--- src/rtl/adc_cmd_arbiter.sv ---
// ---------------------------------------------------------------------------
// adc_cmd_arbiter
//
// Shares one ADC command/response port between two requesters.
//
// Command side: while idle, any requester presenting a start-of-packet beat
// may win the port. The winner is registered into OWNER and keeps the port
// for the whole packet (until its EOP beat is accepted). While locked, the
// owner's command fields pass straight through to the ADC port.
//
// Response side: every accepted command beat pushes the owner index into a
// small tag FIFO. Each ADC response pops the head tag and is steered to that
// requester in the same cycle. A response that arrives with no outstanding
// tag is dropped and latches the sticky ERR_ORPHAN flag.
//
// Configuration:
//   ADC_ARB_ROUND_ROBIN_EN  defined   -> on a tie the requester that was not
//                                        granted last wins.
//                           undefined -> on a tie requester 0 always wins.
//
// Parameters:
//   TAG_DEPTH      depth of the response-routing tag FIFO (power of 2, 2..16)
//
// Ports:
//   CLK            clock, rising edge
//   RESETn         synchronous active-low reset
//   REQ_C_*        per-requester command inputs (Channel: 5 bits each),
//                  REQ_C_Ready per-requester command ready
//   ADC_C_*        shared ADC command port, ADC_C_Ready from the ADC
//   ADC_R_*        ADC response inputs
//   REQ_R_Valid    per-requester response valid
//   REQ_R_*        response fields broadcast to both requesters
//   BUSY           packet lock held
//   OWNER          index of the current (or last) owner
//   ERR_ORPHAN     sticky flag: a response arrived with no outstanding tag
// ---------------------------------------------------------------------------
module adc_cmd_arbiter #(
  parameter int TAG_DEPTH = 4
) (
  input  logic        CLK,
  input  logic        RESETn,
  input  logic [1:0]  REQ_C_Valid,
  input  logic [9:0]  REQ_C_Channel,
  input  logic [1:0]  REQ_C_SOP,
  input  logic [1:0]  REQ_C_EOP,
  output logic [1:0]  REQ_C_Ready,
  output logic        ADC_C_Valid,
  output logic [4:0]  ADC_C_Channel,
  output logic        ADC_C_SOP,
  output logic        ADC_C_EOP,
  input  logic        ADC_C_Ready,
  input  logic        ADC_R_Valid,
  input  logic [4:0]  ADC_R_Channel,
  input  logic [11:0] ADC_R_Data,
  input  logic        ADC_R_SOP,
  input  logic        ADC_R_EOP,
  output logic [1:0]  REQ_R_Valid,
  output logic [4:0]  REQ_R_Channel,
  output logic [11:0] REQ_R_Data,
  output logic        REQ_R_SOP,
  output logic        REQ_R_EOP,
  output logic        BUSY,
  output logic        OWNER,
  output logic        ERR_ORPHAN
);

  localparam int PTR_W = (TAG_DEPTH > 1) ? $clog2(TAG_DEPTH) : 1;
  localparam int CNT_W = $clog2(TAG_DEPTH + 1);
  localparam logic [PTR_W-1:0] PTR_LAST = PTR_W'(TAG_DEPTH - 1);
  localparam logic [CNT_W-1:0] CNT_FULL = CNT_W'(TAG_DEPTH);

  localparam logic [0:0] ST_IDLE = 1'b0;
  localparam logic [0:0] ST_LOCK = 1'b1;

  // ---------------------------------------------------------------------
  // State
  // ---------------------------------------------------------------------
  logic [0:0]       state_reg, state_next;
  logic             owner_reg, owner_next;
  logic             err_orphan_reg;

  logic             tag_mem [TAG_DEPTH];
  logic [PTR_W-1:0] wr_ptr_reg, rd_ptr_reg;
  logic [CNT_W-1:0] count_reg;

  // ---------------------------------------------------------------------
  // Combinational helpers
  // ---------------------------------------------------------------------
  logic       is_lock;
  logic       fifo_full, fifo_empty;
  logic       cmd_open;
  logic       push, pop;
  logic       head_tag;
  logic       grant, winner;
  logic [1:0] candidate;
  logic [4:0] req_chan [2];
  logic       own_valid, own_sop, own_eop;
  logic [4:0] own_chan;

  assign is_lock    = (state_reg == ST_LOCK);
  assign fifo_full  = (count_reg == CNT_FULL);
  assign fifo_empty = (count_reg == '0);

  // The port only opens while locked and a tag slot is free; a pop in the
  // same cycle does not reopen it, so the full check uses the registered count.
  assign cmd_open = is_lock & ~fifo_full;

  generate
    for (genvar gi = 0; gi < 2; gi++) begin : g_req
      assign req_chan[gi]    = REQ_C_Channel[5*gi +: 5];
      assign candidate[gi]   = REQ_C_Valid[gi] & REQ_C_SOP[gi];
      assign REQ_C_Ready[gi] = cmd_open & (owner_reg == 1'(gi)) & ADC_C_Ready;
      assign REQ_R_Valid[gi] = pop & (head_tag == 1'(gi));
    end
  endgenerate

  assign own_valid = REQ_C_Valid[owner_reg];
  assign own_sop   = REQ_C_SOP[owner_reg];
  assign own_eop   = REQ_C_EOP[owner_reg];
  assign own_chan  = req_chan[owner_reg];

  assign ADC_C_Valid   = cmd_open & own_valid;
  assign ADC_C_Channel = is_lock ? own_chan : 5'd0;
  assign ADC_C_SOP     = is_lock & own_sop;
  assign ADC_C_EOP     = is_lock & own_eop;

  assign push     = ADC_C_Valid & ADC_C_Ready;
  assign pop      = ADC_R_Valid & ~fifo_empty;
  assign head_tag = tag_mem[rd_ptr_reg];

  // A new packet may only be granted when there is room for its first tag.
  assign grant = ~is_lock & (|candidate) & ~fifo_full;

  // ---------------------------------------------------------------------
  // Tie-break
  // ---------------------------------------------------------------------
`ifdef ADC_ARB_ROUND_ROBIN_EN
  logic last_grant_reg;

  // Single candidate wins outright; on a tie the other side gets its turn.
  assign winner = (candidate == 2'b11) ? ~last_grant_reg : candidate[1];

  always_ff @(posedge CLK) begin
    if (!RESETn) begin
      last_grant_reg <= 1'b1;
    end else if (grant) begin
      last_grant_reg <= winner;
    end
  end
`else
  // Requester 0 wins whenever it is a candidate.
  assign winner = ~candidate[0];
`endif

  // ---------------------------------------------------------------------
  // Lock controller
  // ---------------------------------------------------------------------
  always_comb begin
    state_next = state_reg;
    owner_next = owner_reg;
    case (state_reg)
      ST_IDLE: begin
        if (grant) begin
          state_next = ST_LOCK;
          owner_next = winner;
        end
      end
      ST_LOCK: begin
        // Only an accepted EOP releases the lock; a stalled owner keeps it.
        if (push & own_eop) begin
          state_next = ST_IDLE;
        end
      end
      default: state_next = ST_IDLE;
    endcase
  end

  always_ff @(posedge CLK) begin
    if (!RESETn) begin
      state_reg <= ST_IDLE;
      owner_reg <= 1'b1;
    end else begin
      state_reg <= state_next;
      owner_reg <= owner_next;
    end
  end

  // ---------------------------------------------------------------------
  // Tag FIFO
  // ---------------------------------------------------------------------
  always_ff @(posedge CLK) begin
    if (push) begin
      tag_mem[wr_ptr_reg] <= owner_reg;
    end
  end

  always_ff @(posedge CLK) begin
    if (!RESETn) begin
      wr_ptr_reg <= '0;
      rd_ptr_reg <= '0;
      count_reg  <= '0;
    end else begin
      if (push) begin
        wr_ptr_reg <= (wr_ptr_reg == PTR_LAST) ? '0 : wr_ptr_reg + PTR_W'(1);
      end
      if (pop) begin
        rd_ptr_reg <= (rd_ptr_reg == PTR_LAST) ? '0 : rd_ptr_reg + PTR_W'(1);
      end
      case ({push, pop})
        2'b10:   count_reg <= count_reg + CNT_W'(1);
        2'b01:   count_reg <= count_reg - CNT_W'(1);
        default: count_reg <= count_reg;
      endcase
    end
  end

  // ---------------------------------------------------------------------
  // Orphan detection
  // ---------------------------------------------------------------------
  always_ff @(posedge CLK) begin
    if (!RESETn) begin
      err_orphan_reg <= 1'b0;
    end else if (ADC_R_Valid & fifo_empty) begin
      err_orphan_reg <= 1'b1;
    end
  end

  // ---------------------------------------------------------------------
  // Outputs
  // ---------------------------------------------------------------------
  assign REQ_R_Channel = ADC_R_Channel;
  assign REQ_R_Data    = ADC_R_Data;
  assign REQ_R_SOP     = ADC_R_SOP;
  assign REQ_R_EOP     = ADC_R_EOP;

  assign BUSY       = is_lock;
  assign OWNER      = owner_reg;
  assign ERR_ORPHAN = err_orphan_reg;

endmodule

--- config.mk ---
export PLATFORM = sky130hd
export DESIGN_NAME = adc_cmd_arbiter
export DESIGN_NICKNAME = d
export VERILOG_FILES = /design/src/rtl/adc_cmd_arbiter.sv
export SDC_FILE = /design/constraint.sdc
export NUM_CORES = 1
export LEC_CHECK = 0
export BUFFER_PORTS_ARGS = -buffer_cell sky130_fd_sc_hd__buf_2
export CORE_ASPECT_RATIO = 1.4
export CORE_MARGIN = 3
export CORE_UTILIZATION = 37
export DETAILED_ROUTE_END_ITERATION = 10
export HOLD_SLACK_MARGIN = 0.05
export PLACE_DENSITY = 0.79
export SKIP_CTS_REPAIR_TIMING = 1
export SLEW_MARGIN = 20
export SYNTH_ARGS = -nofsm -noshare
export SYNTH_HDL_FRONTEND = slang
export SYNTH_SLANG_ARGS = --single-unit
--- constraint.sdc ---
create_clock -name CLK -period 2.2 [get_ports CLK]
set_input_delay 0.44 -clock CLK [delete_from_list [all_inputs] [get_ports CLK]]
set_output_delay 0.44 -clock CLK [all_outputs]
set_load 0.03 [all_outputs]
# Word-level counts from Yosys, hierarchy flattened
# Memory sizes are Yosys's and may differ from the RTL's. A register that Yosys moved wholly into a read port is not among the register bits.
# Cells that the tools add are included.
[totals]
regBits = 10
ram_bits = 4
input_bits = 39
output_inout_bits = 34
word_cells = 67
mem_count = 1
[classes]
addsub = 4
order_cmp = 2
eq_ne = 5
n_mux = 20
n_bitwise = 25
n_reduce_logical = 4
[memory_table]
columns = ["name", "words", "word_bits", "rd", "rd_clocked_by_memory_dff", "wr", "line", "text"]
rows = [
  ["tag_mem", 4, 1, 1, 1, 1, "82", "logic tag_mem [TAG_DEPTH];"],
]
[ops]
columns = ["operator", "n"]
rows = [
  ["$mux 5", 4],
  ["$and 1x1->1", 18],
  ["$mux 1", 10],
  ["$mux 2", 4],
  ["$eq 2x2->1 const B", 3],
  ["$not 1->1", 6],
  ["$pmux 3 s2", 1],
  ["$add 2x1->2 const B", 2],
  ["$add 3x1->3 const B", 1],
  ["$eq 3x3->1 const B", 1],
  ["$logic_not 3->1", 1],
  ["$sub 3x1->3 const B", 1],
  ["$eq 2x1->1 const B", 1],
  ["$ge 2x2->1 const B", 1],
  ["$lt 1x2->1 const B", 1],
  ["$not 1->2", 1],
  ["$pmux 1 s2", 1],
  ["$reduce_and 2->1", 1],
  ["$reduce_bool 2->1", 1],
  ["$reduce_or 2->1", 1],
]

# Longest topological paths before layout
[logic_depth]
depth_word = 8
depth_mapped = 10
depth_no_buf = 9

# Worst setup path after synthesis
# No wires, ideal clock.
[synth_path]
kind = "flip-flop to flip-flop"
start = "register owner_reg, in the netlist OWNER"
end = "register count_reg[2]"
setup_ns = 0.070
arrival_ns = 2.513
required_ns = 2.130
setup_slack_ns = -0.383
path_stages_with_launch = 11
n_path_buf = 1
period_less_slack_ns = 2.583
path_cell_list = "dfxtp_1 buf_6 mux2i_1 nor3_4 inv_1 ha_1 inv_1 fa_1 xor2_1 or3_2 a21oi_1"
[synth_between]
elab_chain_cells = 6
elab_cells_between_ends = 8
classes_between = "2 x eq/ne; 3 x mux; 2 x bitwise; 1 x reduce/logical"
[synth_rtl]
columns = ["item", "line", "text"]
rows = [
  ["start, declared", "79", "logic owner_reg, owner_next;"],
  ["start signal, assigned", "184", "owner_reg <= owner_next;"],
  ["$mux 1 (not written as such) (*) (2 in a row)", "117", "assign own_valid = REQ_C_Valid[owner_reg];"],
  ["$and 1x1->1 (*)", "122", "assign ADC_C_Valid = cmd_open & own_valid;"],
  ["$and 1x1->1 (*)", "127", "assign push = ADC_C_Valid & ADC_C_Ready;"],
  ["$eq 2x1->1 or $eq 2x2->1 (tied branches)", "209", "case ({push, pop})"],
  ["$pmux 3 s2 or $reduce_bool 2->1 (tied branches)", "--", ""],
  ["end signal, assigned", "210", "2'b10: count_reg <= count_reg + CNT_W'(1);"],
  ["end signal, assigned", "211", "2'b01: count_reg <= count_reg - CNT_W'(1);"],
  ["end signal, assigned", "212", "default: count_reg <= count_reg;"],
  ["end, declared", "84", "logic [CNT_W-1:0] count_reg;"],
]
# Mark *: on every way between the ends. The rest lies on a longest branch, timed or not. The select of a mux whose other input is x is not followed.
# A chain may end at the register's enable or synchronous reset.

# Worst setup path after layout
[layout_path]
start = "register count_reg[1]"
end = "register count_reg[2]"
[layout_between]
elab_chain_cells = 7
elab_cells_between_ends = 14
classes_between = "2 x add/sub; 3 x eq/ne; 1 x mux; 6 x bitwise; 2 x reduce/logical"
[layout_rtl]
columns = ["item", "line", "text"]
rows = [
  ["$eq 3x3->1", "101", "assign fifo_full = (count_reg == CNT_FULL);"],
  ["$not 1->1", "106", "assign cmd_open = is_lock & ~fifo_full;"],
  ["$and 1x1->1", "106", ""],
  ["$and 1x1->1", "122", ""],
  ["$and 1x1->1", "127", ""],
  ["$eq 2x1->1 or $eq 2x2->1 (tied branches)", "209", ""],
  ["$pmux 3 s2 or $reduce_bool 2->1 (tied branches)", "--", ""],
]
# Several ways; a longest one is shown, not always the timed one.

==> run summary <==
Status -> finished clean
Placed Instances -> 166
First-pass GRT wire length -> 3340 um
Worst min-delay path category -> primary input to flop
Final max-slew violation count -> 0
Slowest Stage Delay on Critical Path -> 0.40 ns
Non-filler cells in the finished layout -> 170
Layout Area Growth over Synthesis -> 13.6%
WP data required -> 2.42 ns
Family of cells with the greatest summed delay on the critical path -> simple AND/OR/NAND/NOR gates
Core Footprint -> 2730 um2
Starting Density -> 39.8%
Buffering stage count on the worst path with inverters included -> 2
Initial DRT Pass Iterations -> 4
Post-route minimum period -> 2.05 ns
Number of remaining DRC errors -> 0
NumNets Final -> 181
Final number of hold-violating endpoints -> 0
Cells on worst reg2reg path -> 9
Setup repair after global routing missed its margin -> no
Count of final setup violators -> 0
Number of cells on the worst hold path -> 2
Worst vdd ir -> 341 uV
Max Cap Viol -> 0
Clock Tree Root -> clkbuf_4
Average footprint of a synthesized cell -> 9.69 um2
Number of clock sinks -> 16
Warning count from the yosys run -> 0
Standard-cell row count -> 22
Largest net degree at the start of global routing -> 15
Final total negative setup slack -> 0 ns
Syn_nets -> 158
CP Cell Sequence -> nor3b_4, nor3_4, inv_1, ha_2, inv_2, fa_2, xor2_1, or3_4, a21oi_1
Maximum clock frequency -> 0.489 GHz
Static Leak -> 0.582 nW
Overall Global Routing Usage -> 11.7%
Total of flip-flops plus latches after synthesis -> 16
Worst Setup End Kind -> flop
Vias per Instance -> 4.73
HPWL after detailed placement -> 1650 um
Post-layout utilization of the core -> 45.2%
Proportion of synthesized chip area in sequential cells -> 33.2%
Final worst path period share -> 93.0%
Syn Inst Count -> 112
Maximum clock insertion buffer count -> 2
Count of different cell masters after synthesis -> 29
Post-route cell area -> 1230 um2
Routed Antenna Nets -> 0
Chip Height -> 70.1 um
Post-detailed-routing wire length -> 1950 um
Number of global-route vias before repair -> 826
Relative max-transition margin -> 79.9%
Startpoint type of the worst setup path -> flop
Count of vias placed by the detailed router -> 804
Crit path max fanout -> 5
Netlist area before placement -> 1080 um2
Number of buffers created by CTS -> 3
Commonest cells after routing, fill and taps aside -> buf_2, dfxtp_1, mux2i_1
Clock latency reported for the late side of the worst-skew pair -> 0.28 ns
Data arrival time at the worst-slack endpoint -> 2.26 ns
Worst Path Class, Setup -> flop to flop
CTS H-Tree Depth -> 1
Share of final-layout standard cells stronger than drive strength 1 -> 43.3%
Area post-placement -> 1200 um2
Most common cell after layout, fill and taps aside -> buf_2
Worst Max-Slew Pin Slew -> 0.302 ns
Routability cong. -> 0.767
Cell with the largest stage delay on the worst path -> dfxtp_1
Clock slew at the register clock pins of the worst setup and hold paths -> 0.09 ns
CTS tree -> built
Floorplan die area -> 3630 um2
Antenna diode count -> 0
Initial antenna violation count -> 0
Num ports -> 73
# port buffers -> 34
Routed WL per cell -> 11.5 um
X dimension of the die -> 51.8 um
Path length in cells of the critical path -> 9
Fin Clk Skew -> 0.00344 ns
Number of DRC violations after detailed-routing iteration 0 -> 16
Areal power density over the cells -> 577 nW/um2
Total global routing overflow -> 0
Fin Hold WS -> 0.425 ns
==> path summary, 6_finish.rpt <==
kind              slack (ns)                        end                 startpoint
hold / removal          0.42         OWNER$_SDFFE_PN1P_                     RESETn
hold reg to reg         0.48    ERR_ORPHAN$_SDFFE_PN0P_    ERR_ORPHAN$_SDFFE_PN0P_
setup reg to reg        0.15  count_reg[2]$_SDFFE_PN0P_  count_reg[1]$_SDFFE_PN0P_
setup / recovery        0.15  count_reg[2]$_SDFFE_PN0P_  count_reg[1]$_SDFFE_PN0P_
==> metal layers <==
layer | GRT usage, % | vias up | share of wire [%]
met4 | 6.12 | 0 | 1.9
li1 | - | 397 | -
met1 | 11.2 | 361 | 35
met2 | 21.7 | 38 | 52
met5 | 0 | - | 0
met3 | 2.99 | 8 | 11
==> synthesized netlist by cell type, drive strengths merged <==
library cell  number  area, um2
buf               20        154
dfxtp             12        240
mux2i             11        110
inv                9       33.8
nor2b              8       50.1
nand2              7       26.3
ha                 6       75.1
nor2               6       22.5
a21oi              5       25.0
and2               4       30.0
edfxtp             4        120
nor3               4       31.3
or3                3       20.0
nor3b              2       26.3
xor2               2       17.5
a211o              1       8.76
a31oi              1       6.26
clkbuf             1       3.75
fa                 1       20.0
mux4               1       22.5
nor4               1       6.26
o21ai              1       5.00
o31ai              1       21.3
o41ai              1       8.76
==> logic make-up after synthesis <==
kind of cell / share of synthesized area, %
XOR/XNOR: 1.62
adder cells (fa/ha/maj): 8.77
buffers and inverters: 17.6
AND/OR/NAND/NOR: 19.6
AO/OA/AOI/OAI: 6.92
multiplexers: 12.2
flip-flops: 33.2
==> power breakdown <==
part	leakage, nW	internal, mW	switching (mW)
Combinational	0.435	0.0912	0.124
Sequential	0.132	0.321	0.0206
Clock	0.0154	0.0657	0.0891
Total	0.582	0.478	0.233
==> layout make-up <==
| type | instances | area [um2] |
|---|---|---|
| Clock buffer | 3 | 22.5 |
| Tap cell | 36 | 45.0 |
| Clock inverter | 1 | 3.75 |
| Multi-Input combinational cell | 66 | 554 |
| Inverter | 9 | 33.8 |
| Fill cell | 260 | 1490 |
| Sequential cell | 16 | 365 |
| Timing Repair Buffer | 39 | 208 |
==> stage by stage <==
step | total power, mW | setup WS (ns)
after floorplan | 0.567 | 0.00163
after global placement | 0.556 | 0.104
after detailed placement | 0.565 | 0.0576
after CTS | 0.723 | 0.133
after global routing | 0.758 | 0.00609
final | 0.712 | 0.154
(Power assumes the default switching activity.)
